**config.mk**
```make
export PLATFORM = sky130hd
export DESIGN_NAME = mac_vector_collector
export DESIGN_NICKNAME = d
export VERILOG_FILES = /design/src/rtl/mac_vector_collector.sv
export SDC_FILE = /design/constraint.sdc
export NUM_CORES = 1
export LEC_CHECK = 0
export ABC_CLOCK_PERIOD_IN_PS = 5150
export CELL_PAD_IN_SITES_DETAIL_PLACEMENT = 0
export CELL_PAD_IN_SITES_GLOBAL_PLACEMENT = 2
export CORE_AREA = 2 2 178 180
export DETAILED_ROUTE_END_ITERATION = 8
export DIE_AREA = 0 0 180 182
export PLACE_DENSITY = 0.73
export SYNTH_ARGS = -nofsm -noshare
export SYNTH_HDL_FRONTEND = slang
export SYNTH_SLANG_ARGS = --single-unit
export TNS_END_PERCENT = 50
```
**constraint.sdc**
```tcl
create_clock -name clk -period 5.15 [get_ports clk]
set_input_delay 0.7725 -clock clk [delete_from_list [all_inputs] [get_ports clk]]
set_output_delay 0.7725 -clock clk [all_outputs]
set_load 0.03 [all_outputs]
```
**src/rtl/mac_vector_collector.sv**
```systemverilog
// Collects rounded/saturated MAC results into 8- or 16-element vectors and
// streams each completed vector out over a valid/ready port.
module mac_vector_collector #(
  parameter int SHIFT = 4
) (
  input  logic        clk,
  input  logic        rst,
  input  logic [23:0] mac_out,
  input  logic        mac_done,
  input  logic        vec_len16,
  input  logic        clr_flags,
  output logic [19:0] o_data,
  output logic        o_valid,
  input  logic        o_ready,
  output logic        o_last,
  output logic [4:0]  elem_cnt,
  output logic        ovf,
  output logic        sat
);

  // state | meaning
  // FILL  | accepting mac_done results into buf[wr_ptr]
  // DRAIN | streaming buf[rd_ptr] out; incoming results are dropped
  localparam logic [0:0] FILL  = 1'b0;
  localparam logic [0:0] DRAIN = 1'b1;

  localparam logic signed [24:0] RND     = 25'sd1 <<< (SHIFT - 1);
  localparam logic signed [24:0] POS_MAX = 25'sd524287;
  localparam logic signed [24:0] NEG_MIN = -25'sd524288;

  logic [0:0]  state;
  logic [3:0]  wr_ptr;
  logic [3:0]  rd_ptr;
  logic        len16;
  logic        out_en;
  logic [19:0] mem [16];

  logic signed [24:0] ext;
  logic signed [24:0] rounded;
  logic [19:0] conv_val;
  logic        conv_sat;
  logic        wr_len16;
  logic [3:0]  wr_last_idx;
  logic [3:0]  last_idx;
  logic        wr_en;
  logic        drop;
  logic        xfer;

  always_comb begin
    ext      = {mac_out[23], mac_out};
    rounded  = (ext + RND) >>> SHIFT;
    conv_val = rounded[19:0];
    conv_sat = 1'b0;
    if (rounded > POS_MAX) begin
      conv_val = 20'h7FFFF;
      conv_sat = 1'b1;
    end else if (rounded < NEG_MIN) begin
      conv_val = 20'h80000;
      conv_sat = 1'b1;
    end
  end

  // The first write of a vector uses the live vec_len16, later writes the latched one.
  assign wr_len16    = (wr_ptr == 4'd0) ? vec_len16 : len16;
  assign wr_last_idx = wr_len16 ? 4'd15 : 4'd7;
  assign last_idx    = len16 ? 4'd15 : 4'd7;

  assign wr_en   = (state == FILL) && mac_done;
  assign drop    = (state == DRAIN) && mac_done;
  assign o_valid = (state == DRAIN) && out_en;
  assign xfer    = o_valid && o_ready;
  assign o_last  = o_valid && (rd_ptr == last_idx);
  assign o_data  = o_valid ? mem[rd_ptr] : 20'h0;

  always_ff @(posedge clk) begin
    if (wr_en) begin
      mem[wr_ptr] <= conv_val;
    end
  end

  // out_en delays o_valid by one cycle after entering DRAIN.
  always_ff @(posedge clk or posedge rst) begin
    if (rst) begin
      state    <= FILL;
      wr_ptr   <= 4'd0;
      rd_ptr   <= 4'd0;
      elem_cnt <= 5'd0;
      len16    <= 1'b0;
      out_en   <= 1'b0;
    end else begin
      case (state)
        FILL: begin
          if (mac_done) begin
            wr_ptr   <= wr_ptr + 4'd1;
            elem_cnt <= elem_cnt + 5'd1;
            if (wr_ptr == 4'd0) begin
              len16 <= vec_len16;
            end
            if (wr_ptr == wr_last_idx) begin
              state <= DRAIN;
            end
          end
        end
        DRAIN: begin
          out_en <= 1'b1;
          if (xfer) begin
            rd_ptr <= rd_ptr + 4'd1;
            if (o_last) begin
              rd_ptr   <= 4'd0;
              wr_ptr   <= 4'd0;
              elem_cnt <= 5'd0;
              out_en   <= 1'b0;
              state    <= FILL;
            end
          end
        end
        default: state <= FILL;
      endcase
    end
  end

  always_ff @(posedge clk or posedge rst) begin
    if (rst) begin
      ovf <= 1'b0;
      sat <= 1'b0;
    end else begin
      if (drop) begin
        ovf <= 1'b1;
      end else if (clr_flags) begin
        ovf <= 1'b0;
      end
      if (wr_en && conv_sat) begin
        sat <= 1'b1;
      end else if (clr_flags) begin
        sat <= 1'b0;
      end
    end
  end

endmodule

```
==> results of run 1 <==
[power by group through the flow]
stage	Combinational [mW]	Sequential [mW]	Clock (mW)
global route	2.36	3.67	2.61
global placement	2.20	3.67	0
floorplan	1.70	3.43	0
CTS	2.23	3.64	2.50
detailed placement	2.23	3.69	0
finish	2.19	3.62	2.45
[routing by layer]
| metal | part of all wire | routed length, um | GRT usage |
|---|---|---|---|
| met1 | 0.43 | 12300 | 0.243 |
| met2 | 0.49 | 14200 | 0.303 |
| met3 | 0.056 | 1600 | 0.0311 |
| met4 | 0.021 | 612 | 0.0488 |
| met5 | 0 | 0 | 0 |
[synth_stat cells (all sizes together)]
| master | instances | share of area |
|---|---|---|
| buf | 23 | 0.0086 |
| ha | 7 | 0.0064 |
| a21o | 2 | 0.0011 |
| xnor2 | 4 | 0.0026 |
| o21ai | 15 | 0.0055 |
| edfxtp | 320 | 0.70 |
| o22ai | 20 | 0.0091 |
| and3 | 6 | 0.0027 |
| and4 | 4 | 0.0027 |
| nand2 | 31 | 0.0085 |
| and2 | 14 | 0.0064 |
| a31oi | 2 | 0.00091 |
| nor2b | 1 | 0.00046 |
| nand4 | 13 | 0.0069 |
| mux2 | 2 | 0.0016 |
| clkbuf | 12 | 0.0033 |
| nand3 | 18 | 0.0069 |
| o2111ai | 1 | 0.00064 |
| o21a | 2 | 0.0011 |
| or3b | 1 | 0.00064 |
| nor3 | 3 | 0.0011 |
| xor2 | 10 | 0.0064 |
| dfrtp | 18 | 0.033 |
| nand2b | 3 | 0.0014 |
| inv | 6 | 0.0016 |
| nor4 | 1 | 0.0016 |
| o31ai | 1 | 0.00055 |
| a21oi | 3 | 0.0011 |
| nor2 | 7 | 0.0025 |
| or4 | 2 | 0.0014 |
| nor3b | 4 | 0.0022 |
| o31a | 2 | 0.0013 |
| o211ai | 9 | 0.0049 |
| mux4 | 80 | 0.13 |
| mux2i | 43 | 0.031 |
[sequential cells by signal, summed over array words and instances (netlist names)]
register	count
state	1
wr_ptr	4
rd_ptr	4
out_en	1
len16	1
mem	320
sat	1
ovf	1
elem_cnt	5
[worst min path at each step]
stage | from | end | cells after the start
2_1_floorplan | out_en | out_en | 1
3_3_place_gp | elem_cnt[4] | elem_cnt[4] | 1
3_5_place_dp | elem_cnt[3] | elem_cnt[3] | 1
4_1_cts | elem_cnt[4] | elem_cnt[4] | 1
5_1_grt | elem_cnt[4] | elem_cnt[4] | 1
6_report | elem_cnt[4] | elem_cnt[4] | 1
[logic make-up (layout without fill, tap and decap cells)]
family          Yosys count  in the layout
flops                   338            338
mux                     125            125
simple gates            108            108
compound gates           57             57
buf+inv                  41            142
xor+xnor                 14             14
fa+ha+maj                 7              7
[cell type report]
| class | instances | area [um^2] | area share |
|---|---|---|---|
| tap | 402 | 503 | 0.0316 |
| inverter | 6 | 22.5 | 0.00141 |
| clock inverter | 18 | 219 | 0.0138 |
| clock buffer | 40 | 895 | 0.0562 |
| sequential | 338 | 10100 | 0.632 |
| multi-input combinational | 311 | 3470 | 0.218 |
| timing repair buffer | 78 | 748 | 0.0470 |
[metrics by stage]
stage / util / cells / cell area [um^2] / hold slack (ns)
3_5_place_dp: 0.478 / 1135 / 14800 / 0.508
3_3_place_gp: 0.478 / 1135 / 14800 / 0.484
6_report: 0.514 / 1193 / 15900 / 0.511
2_1_floorplan: - / 690 / 13700 / 0.487
4_1_cts: 0.514 / 1193 / 15900 / 0.524
5_1_grt: 0.514 / 1193 / 15900 / 0.551
==> flow_summary.json, run 1 <==
{
  "maxCapViolCount": 0,
  "tightest_slew_ns": 1.37,
  "vias": 6770,
  "via_per_inst": 5.67,
  "r2r_slack_ns": 2.61,
  "min_path_type": "register to register",
  "fin_ws_ns": 1.07,
  "cpPeakStageDelay_ns": 0.92,
  "dieArea_um2": 32800,
  "area_delta_synth_final_pct": 16.3,
  "path_class": "register to output pin",
  "switching_share": 0.289,
  "path_buf_inv": 2,
  "syn_nets": 727,
  "h-tree-depth": 2,
  "crit_fanout": 37,
  "endpoint": "o_data[10]",
  "num_rows": 65,
  "max_freq_ghz": 0.245,
  "status": "complete, no violations",
  "post_cts.repair.setup_buffers": 0,
  "synth-simple-area-share": 0.0453,
  "worstSetupPathDepth": 5,
  "ctsResizeCount": 0,
  "synth_cells": 690,
  "synth_area_um2": 13700,
  "grt_pass1_vias": 7186,
  "port_buffers": 55,
  "grt_max_degree": 66,
  "synth_top_family_by_area": "multiplexers",
  "path_cells": "buf_12, mux4_2, mux2i_1, o22ai_1, clkdlybuf4s50_1",
  "cts_hold_buffers": 0,
  "power.internal_mw": 5.87,
  "critPathCaptureType": "output pin",
  "yosysSeqAreaShare": 0.735,
  "mostFrequentLayoutCells": "320 x edfxtp_1, 80 x mux4_2, 55 x clkdlybuf4s50_1",
  "die_w_um": 180,
  "wire_per_inst_um": 24.0,
  "dieHeight_um": 182,
  "power.density_nw_per_um2": 519,
  "cts_max_path_buffers": 3,
  "cp_data_arrival_time_ns": 3.31,
  "cp-start-kind": "register",
  "core_area_um2": 31000,
  "diodes": 0,
  "hold_viol_final": 0,
  "mostFrequentLayoutCell": "edfxtp_1",
  "critPathSlowestCell": "dfrtp_4",
  "yosys.cell_types.count": 44,
  "cts-root-buf": "clkbuf_16",
  "reg2reg_depth": 5,
  "syn_area_per_cell_um2": 19.8,
  "clkTransAtPathRegs_ns": 0.06,
  "nFillCells": 2383,
  "finClkSkew_ns": 0.0164,
  "gp_congestion": 0.768,
  "ioPinCount": 59,
  "ys_ff_latch": 338,
  "drive_gt1_frac": 0.219,
  "r2r-start": "rd_ptr[1]",
  "leakagePower_nw": 5.14,
  "clk_latency_ns": 0.50,
  "setup_violations": 0,
  "comb_power_share": 0.265,
  "power_mw": 8.26,
  "slew_viol_final": 0,
  "p_switching_mw": 2.39,
  "drt_iter0_markers": 606,
  "peakVddDrop_mv": 0.250,
  "period_minus_slack_ns": 4.08,
  "grt_remaining_overflow": 0,
  "ys_warn_count": 0,
  "dp_slack_ns": 1.49,
  "synth_compound_area_frac": 0.0262,
  "initial_core_util": 0.442,
  "clockPowerShare": 0.297,
  "firstDrtPassIters": 5,
  "r2r_end": "elem_cnt[2]",
  "power_frac_seq": 0.438,
  "drt-total-wl_um": 28700,
  "cts_tree": "built",
  "grt_pass1_wl_um": 43500,
  "slew_headroom": 0.0857,
  "numCtsBuffers": 34,
  "grt_use_total": 0.180,
  "grt_antenna_before_repair": 0,
  "ant_nets": 0,
  "tns_ns": 0,
  "rsz0062_at_grt": "false",
  "dpl.hpwl_um": 16300,
  "synth_xor_area_frac": 0.00896,
  "synth-adder-area-share": 0.00640,
  "cts_sinks": 338,
  "cp-startpoint": "rd_ptr[0]",
  "muxShareOfSynthArea": 0.165,
  "worstPathRequired_ns": 4.38,
  "drc": 0,
  "crit_family": "buffers and inverters",
  "fin_crit_sh": 0.792,
  "nets": 806
}
Power figures use the tool's default switching activity.
==> inputs of run 2 (changes only) <==
--- a/config.mk
+++ b/config.mk
@@ -5,7 +5,7 @@
 export SDC_FILE = /design/constraint.sdc
 export NUM_CORES = 1
 export LEC_CHECK = 0
-export ABC_CLOCK_PERIOD_IN_PS = 5150
+export ABC_CLOCK_PERIOD_IN_PS = 4000
 export CELL_PAD_IN_SITES_DETAIL_PLACEMENT = 0
 export CELL_PAD_IN_SITES_GLOBAL_PLACEMENT = 2
 export CORE_AREA = 2 2 178 180
==> constraint.sdc (replaced) <==
create_clock -name clk -period 4 [get_ports clk]
set_input_delay 0.6 -clock clk [delete_from_list [all_inputs] [get_ports clk]]
set_output_delay 0.6 -clock clk [all_outputs]
set_load 0.03 [all_outputs]
==> flow_summary.json, run 2 (synthesis gave the netlist of run 1 again) <==
{
  "hold_start": "elem_cnt[4]",
  "cp-startpoint": "rd_ptr[1]",
  "vias": 6799,
  "reg2reg_depth": 5,
  "slew_viol_final": 0,
  "power_mw": 10.7,
  "port_buffers": 55,
  "path_class": "register to output pin",
  "comb_power_share": 0.285,
  "period_minus_slack_ns": 3.74,
  "numCtsBuffers": 35,
  "grt_antenna_before_repair": 0,
  "ctsResizeCount": 0,
  "cts_tree": "built",
  "cp_data_arrival_time_ns": 3.14,
  "setup_violations": 0,
  "grt_max_degree": 65,
  "holdPathStages": 1,
  "switching_share": 0.294,
  "cts-root-buf": "clkbuf_16",
  "finClkSkew_ns": 0.0113,
  "mostFrequentLayoutCells": "320 x edfxtp_1, 80 x mux4_2, 55 x clkdlybuf4s50_1",
  "wire_per_inst_um": 24.8,
  "peakVddDrop_mv": 0.539,
  "min_path_type": "register to register",
  "grt_remaining_overflow": 0,
  "tns_ns": 0,
  "num_rows": 65,
  "ant_nets": 0,
  "cpPeakStageDelay_ns": 0.97,
  "mostFrequentLayoutCell": "edfxtp_1",
  "core_area_um2": 31000,
  "grt_pass1_vias": 7229,
  "dieArea_um2": 32800,
  "drive_gt1_frac": 0.224,
  "fin_area_um2": 16000,
  "rsz0062_at_grt": "false",
  "min_to": "elem_cnt[4]",
  "dieHeight_um": 182,
  "firstDrtPassIters": 4,
  "area_delta_synth_final_pct": 16.8,
  "gp_congestion": 0.762,
  "cp-start-kind": "register",
  "fin_crit_sh": 0.936,
  "timing.hold.ws_ns": 0.505,
  "p_switching_mw": 3.13,
  "power_frac_seq": 0.419,
  "via_per_inst": 5.66,
  "cts_hold_buffers": 0,
  "grt_use_total": 0.185,
  "max_freq_ghz": 0.267,
  "critPathSlowestCell": "dfrtp_4",
  "drc": 0,
  "largestRegisters": "mem (320), elem_cnt (5)",
  "tightest_slew_ns": 1.15,
  "ioPinCount": 59,
  "maxCapViolCount": 0,
  "max_flop_register": "mem",
  "largest_reg_flops": 320,
  "post_cts.repair.setup_buffers": 0,
  "diodes": 0,
  "dpl.hpwl_um": 16500,
  "clockPowerShare": 0.296,
  "nFillCells": 2379,
  "status": "complete, no violations",
  "drt_iter0_markers": 605,
  "cts_max_path_buffers": 3,
  "worstPathRequired_ns": 3.40,
  "path_cells": "buf_12, mux4_2, mux2i_1, o22ai_1, clkdlybuf4s50_1",
  "power.internal_mw": 7.53,
  "clk_latency_ns": 0.50,
  "slew_headroom": 0.230,
  "h-tree-depth": 2,
  "hold_viol_final": 0,
  "clkTransAtPathRegs_ns": 0.06,
  "post_dp_cell_area_um2": 14900,
  "grt_pass1_wl_um": 44500,
  "leakagePower_nw": 5.18,
  "r2r-start": "rd_ptr[1]",
  "r2r_end": "elem_cnt[2]",
  "initial_core_util": 0.442,
  "r2r_slack_ns": 1.59,
  "critPathCaptureType": "output pin",
  "power.density_nw_per_um2": 667,
  "crit_fanout": 52,
  "finish.utilization": 0.516,
  "nets": 813,
  "die_w_um": 180,
  "cts_sinks": 338,
  "drt-total-wl_um": 29800
}
-- run 2: power by group through the flow --
stage          sequential, mW  clock (mW)  combinational (mW)
2_1_floorplan            4.41           0                2.19
5_1_grt                  4.50        3.35                3.27
6_report                 4.47        3.15                3.04
3_3_place_gp             4.52           0                3.05
3_5_place_dp             4.54           0                3.10
4_1_cts                  4.47        3.21                3.11
-- run 2: stage by stage --
step / instances / worst slack, ns
5_1_grt: 1202 / 0.107
3_5_place_dp: 1140 / 0.477
4_1_cts: 1201 / 0.207
6_report: 1202 / 0.256
2_1_floorplan: 690 / 0.948
3_3_place_gp: 1140 / 0.685
-- run 2: worst max path at each step --
stage | to | slack [ns] | cells past startpoint
finish | o_data[2] | 0.26 | 5
global route | o_data[2] | 0.11 | 5
CTS | o_data[2] | 0.21 | 5
detailed placement | mem[6][0] | 0.48 | 6
global placement | mem[0][0] | 0.68 | 6
floorplan | mem[4][0] | 0.95 | 4
-- run 2: critical path, delay by kind of cell, from the launching register on --
kind                   cells  cell delay, ns
buffers and inverters      2            1.05
flip-flops                 1            0.97
multiplexers               2            0.31
AO/OA/AOI/OAI              1            0.29
-- run 2: layer usage --
metal	global-route usage	vias up	part of all wire	wire length, um
met4	0.0462	0	0.017	505
met3	0.0297	40	0.045	1350
met2	0.326	158	0.51	15300
met5	0	-	0	0
li1	-	3026	-	-
met1	0.242	3575	0.43	12700
-- run 2: layout make-up --
| type | count | area, um^2 | share of cell area |
|---|---|---|---|
| clock buffer | 42 | 945 | 0.0591 |
| clock inverter | 19 | 173 | 0.0108 |
| inverter | 6 | 22.5 | 0.00141 |
| multi-input combinational | 311 | 3470 | 0.217 |
| sequential | 338 | 10100 | 0.630 |
| tap | 402 | 503 | 0.0315 |
| timing repair buffer | 84 | 810 | 0.0506 |
==> inputs of run 3 (changes only) <==
--- a/config.mk
+++ b/config.mk
@@ -8,10 +8,10 @@
 export ABC_CLOCK_PERIOD_IN_PS = 4000
 export CELL_PAD_IN_SITES_DETAIL_PLACEMENT = 0
 export CELL_PAD_IN_SITES_GLOBAL_PLACEMENT = 2
-export CORE_AREA = 2 2 178 180
+export CORE_AREA = 2 2 174 176
 export DETAILED_ROUTE_END_ITERATION = 8
-export DIE_AREA = 0 0 180 182
-export PLACE_DENSITY = 0.73
+export DIE_AREA = 0 0 176 178
+export PLACE_DENSITY = 0.76
 export SYNTH_ARGS = -nofsm -noshare
 export SYNTH_HDL_FRONTEND = slang
 export SYNTH_SLANG_ARGS = --single-unit
==> flow_summary.json, run 3 (synthesis gave the netlist of run 1 again) <==
{
  "min_to": "elem_cnt[4]",
  "drt-total-wl_um": 29500,
  "ant_nets": 0,
  "fin_crit_sh": 0.910,
  "hold_viol_final": 0,
  "final_cell_count_no_fill": 1193,
  "die_w_um": 176,
  "clockPowerShare": 0.275,
  "largest_reg_flops": 320,
  "hold_start": "elem_cnt[4]",
  "drc": 0,
  "cp-start-kind": "register",
  "max_freq_ghz": 0.275,
  "cts_hold_buffers": 0,
  "place_inst": 1132,
  "multi_input_area_um2": 3460,
  "min_path_type": "register to register",
  "setup_violations": 0,
  "finClkSkew_ns": 0.0188,
  "comb_power_share": 0.291,
  "grt_remaining_overflow": 0,
  "post_cts.repair.setup_buffers": 0,
  "vias": 6862,
  "core_area_um2": 29400,
  "numCtsBuffers": 35,
  "reg2reg_depth": 5,
  "mostFrequentLayoutCells": "320 x edfxtp_1, 80 x mux4_2, 55 x clkdlybuf4s50_1",
  "p_switching_mw": 3.11,
  "tns_ns": 0,
  "period_minus_slack_ns": 3.64,
  "grt_pass1_vias": 7035,
  "maxCapViolCount": 0,
  "cts_sinks": 338,
  "dieArea_um2": 31300,
  "rsz0062_at_grt": "false",
  "grt_pass1_wl_um": 43800,
  "r2r-start": "rd_ptr[1]",
  "status": "complete, no violations",
  "power_frac_seq": 0.434,
  "initial_core_util": 0.466,
  "grt_antenna_before_repair": 0,
  "grt_max_degree": 48,
  "mostFrequentLayoutCell": "edfxtp_1",
  "switching_share": 0.299,
  "leakagePower_nw": 5.15,
  "firstDrtPassIters": 5,
  "slew_viol_final": 0,
  "dpl.hpwl_um": 16700,
  "num_rows": 63,
  "holdPathStages": 1,
  "gp_congestion": 0.741,
  "via_per_inst": 5.75,
  "ctsResizeCount": 0,
  "r2r_end": "elem_cnt[2]",
  "crit_fanout": 28,
  "clkTransAtPathRegs_ns": 0.06,
  "port_buffers": 55,
  "wire_per_inst_um": 24.7,
  "diodes": 0,
  "drive_gt1_frac": 0.217,
  "seq_area_um2": 10100,
  "r2r_slack_ns": 1.67,
  "slew_headroom": 0.241,
  "tightest_slew_ns": 1.13,
  "power.internal_mw": 7.30,
  "ioPinCount": 59,
  "cp_data_arrival_time_ns": 3.04,
  "nets": 816,
  "cts_max_path_buffers": 3,
  "cts_tree": "built",
  "worstPathRequired_ns": 3.40,
  "power.density_nw_per_um2": 655,
  "grt_use_total": 0.193,
  "drt_iter0_markers": 628,
  "critPathCaptureType": "output pin",
  "h-tree-depth": 2,
  "path_class": "register to output pin",
  "nFillCells": 2253,
  "largestRegisters": "mem (320), elem_cnt (5)",
  "dieHeight_um": 178,
  "area_delta_synth_final_pct": 16.2,
  "clk_latency_ns": 0.52,
  "cts-root-buf": "clkbuf_16",
  "peakVddDrop_mv": 0.730,
  "max_flop_register": "mem"
}
-- run 3: changes by cell type in the layout (fill, tap and decap cells not counted), sizes merged --
cell,change
inv,+3
bufinv,-3
clkinvlp,-1
clkbuf,+2
clkinv,-1
buf,+3
-- run 3: layer usage --
metal,share of wire,GRT usage,up-vias
met2,0.51,0.333,190
met4,0.016,0.0468,0
met1,0.43,0.263,3595
li1,-,-,3032
met5,0,0,-
met3,0.047,0.0290,45
-- run 3: layout make-up --
cell class	count	area share
Clock buffer	44	0.0572
Tap cell	390	0.0307
Inverter	6	0.00142
Multi-Input combinational cell	311	0.218
Clock inverter	17	0.00559
Timing Repair Buffer	87	0.0544
Sequential cell	338	0.633
-- run 3: worst max path at each step --
stage,start,end,cells after the start
5_1_grt,rd_ptr[0],o_data[9],5
3_5_place_dp,mac_out[3],mem[15][2],6
2_1_floorplan,mac_done,mem[4][0],4
3_3_place_gp,mac_out[16],mem[12][2],5
4_1_cts,rd_ptr[0],o_data[9],5
6_report,rd_ptr[0],o_data[2],5
-- run 3: worst max-delay path, cell delays in order, from the launching register on --
cell and delay [ns]:
dfrtp_4 0.67, buf_12 0.31, mux4_2 0.54, mux2i_1 0.20, o22ai_1 0.16, clkdlybuf4s50_1 0.64
-- run 3: per-stage QoR --
stage,utilization,hold slack [ns],area [um^2],setup WS [ns],power (mW)
floorplan,-,0.487,13700,0.948,6.60
global placement,0.507,0.489,14900,0.792,7.62
detailed placement,0.507,0.491,14900,0.570,7.69
CTS,0.541,0.501,15900,0.263,10.6
global route,0.541,0.515,15900,0.165,10.9
finish,0.541,0.497,15900,0.359,10.4
-- run 3: power by group through the flow --
stage	Combinational [mW]	Sequential (mW)	Clock [mW]
after floorplan	2.19	4.41	0
after global routing	3.25	4.57	3.06
after CTS	3.09	4.53	2.93
final	3.04	4.52	2.86
after global placement	3.04	4.57	0
after detailed placement	3.09	4.60	0
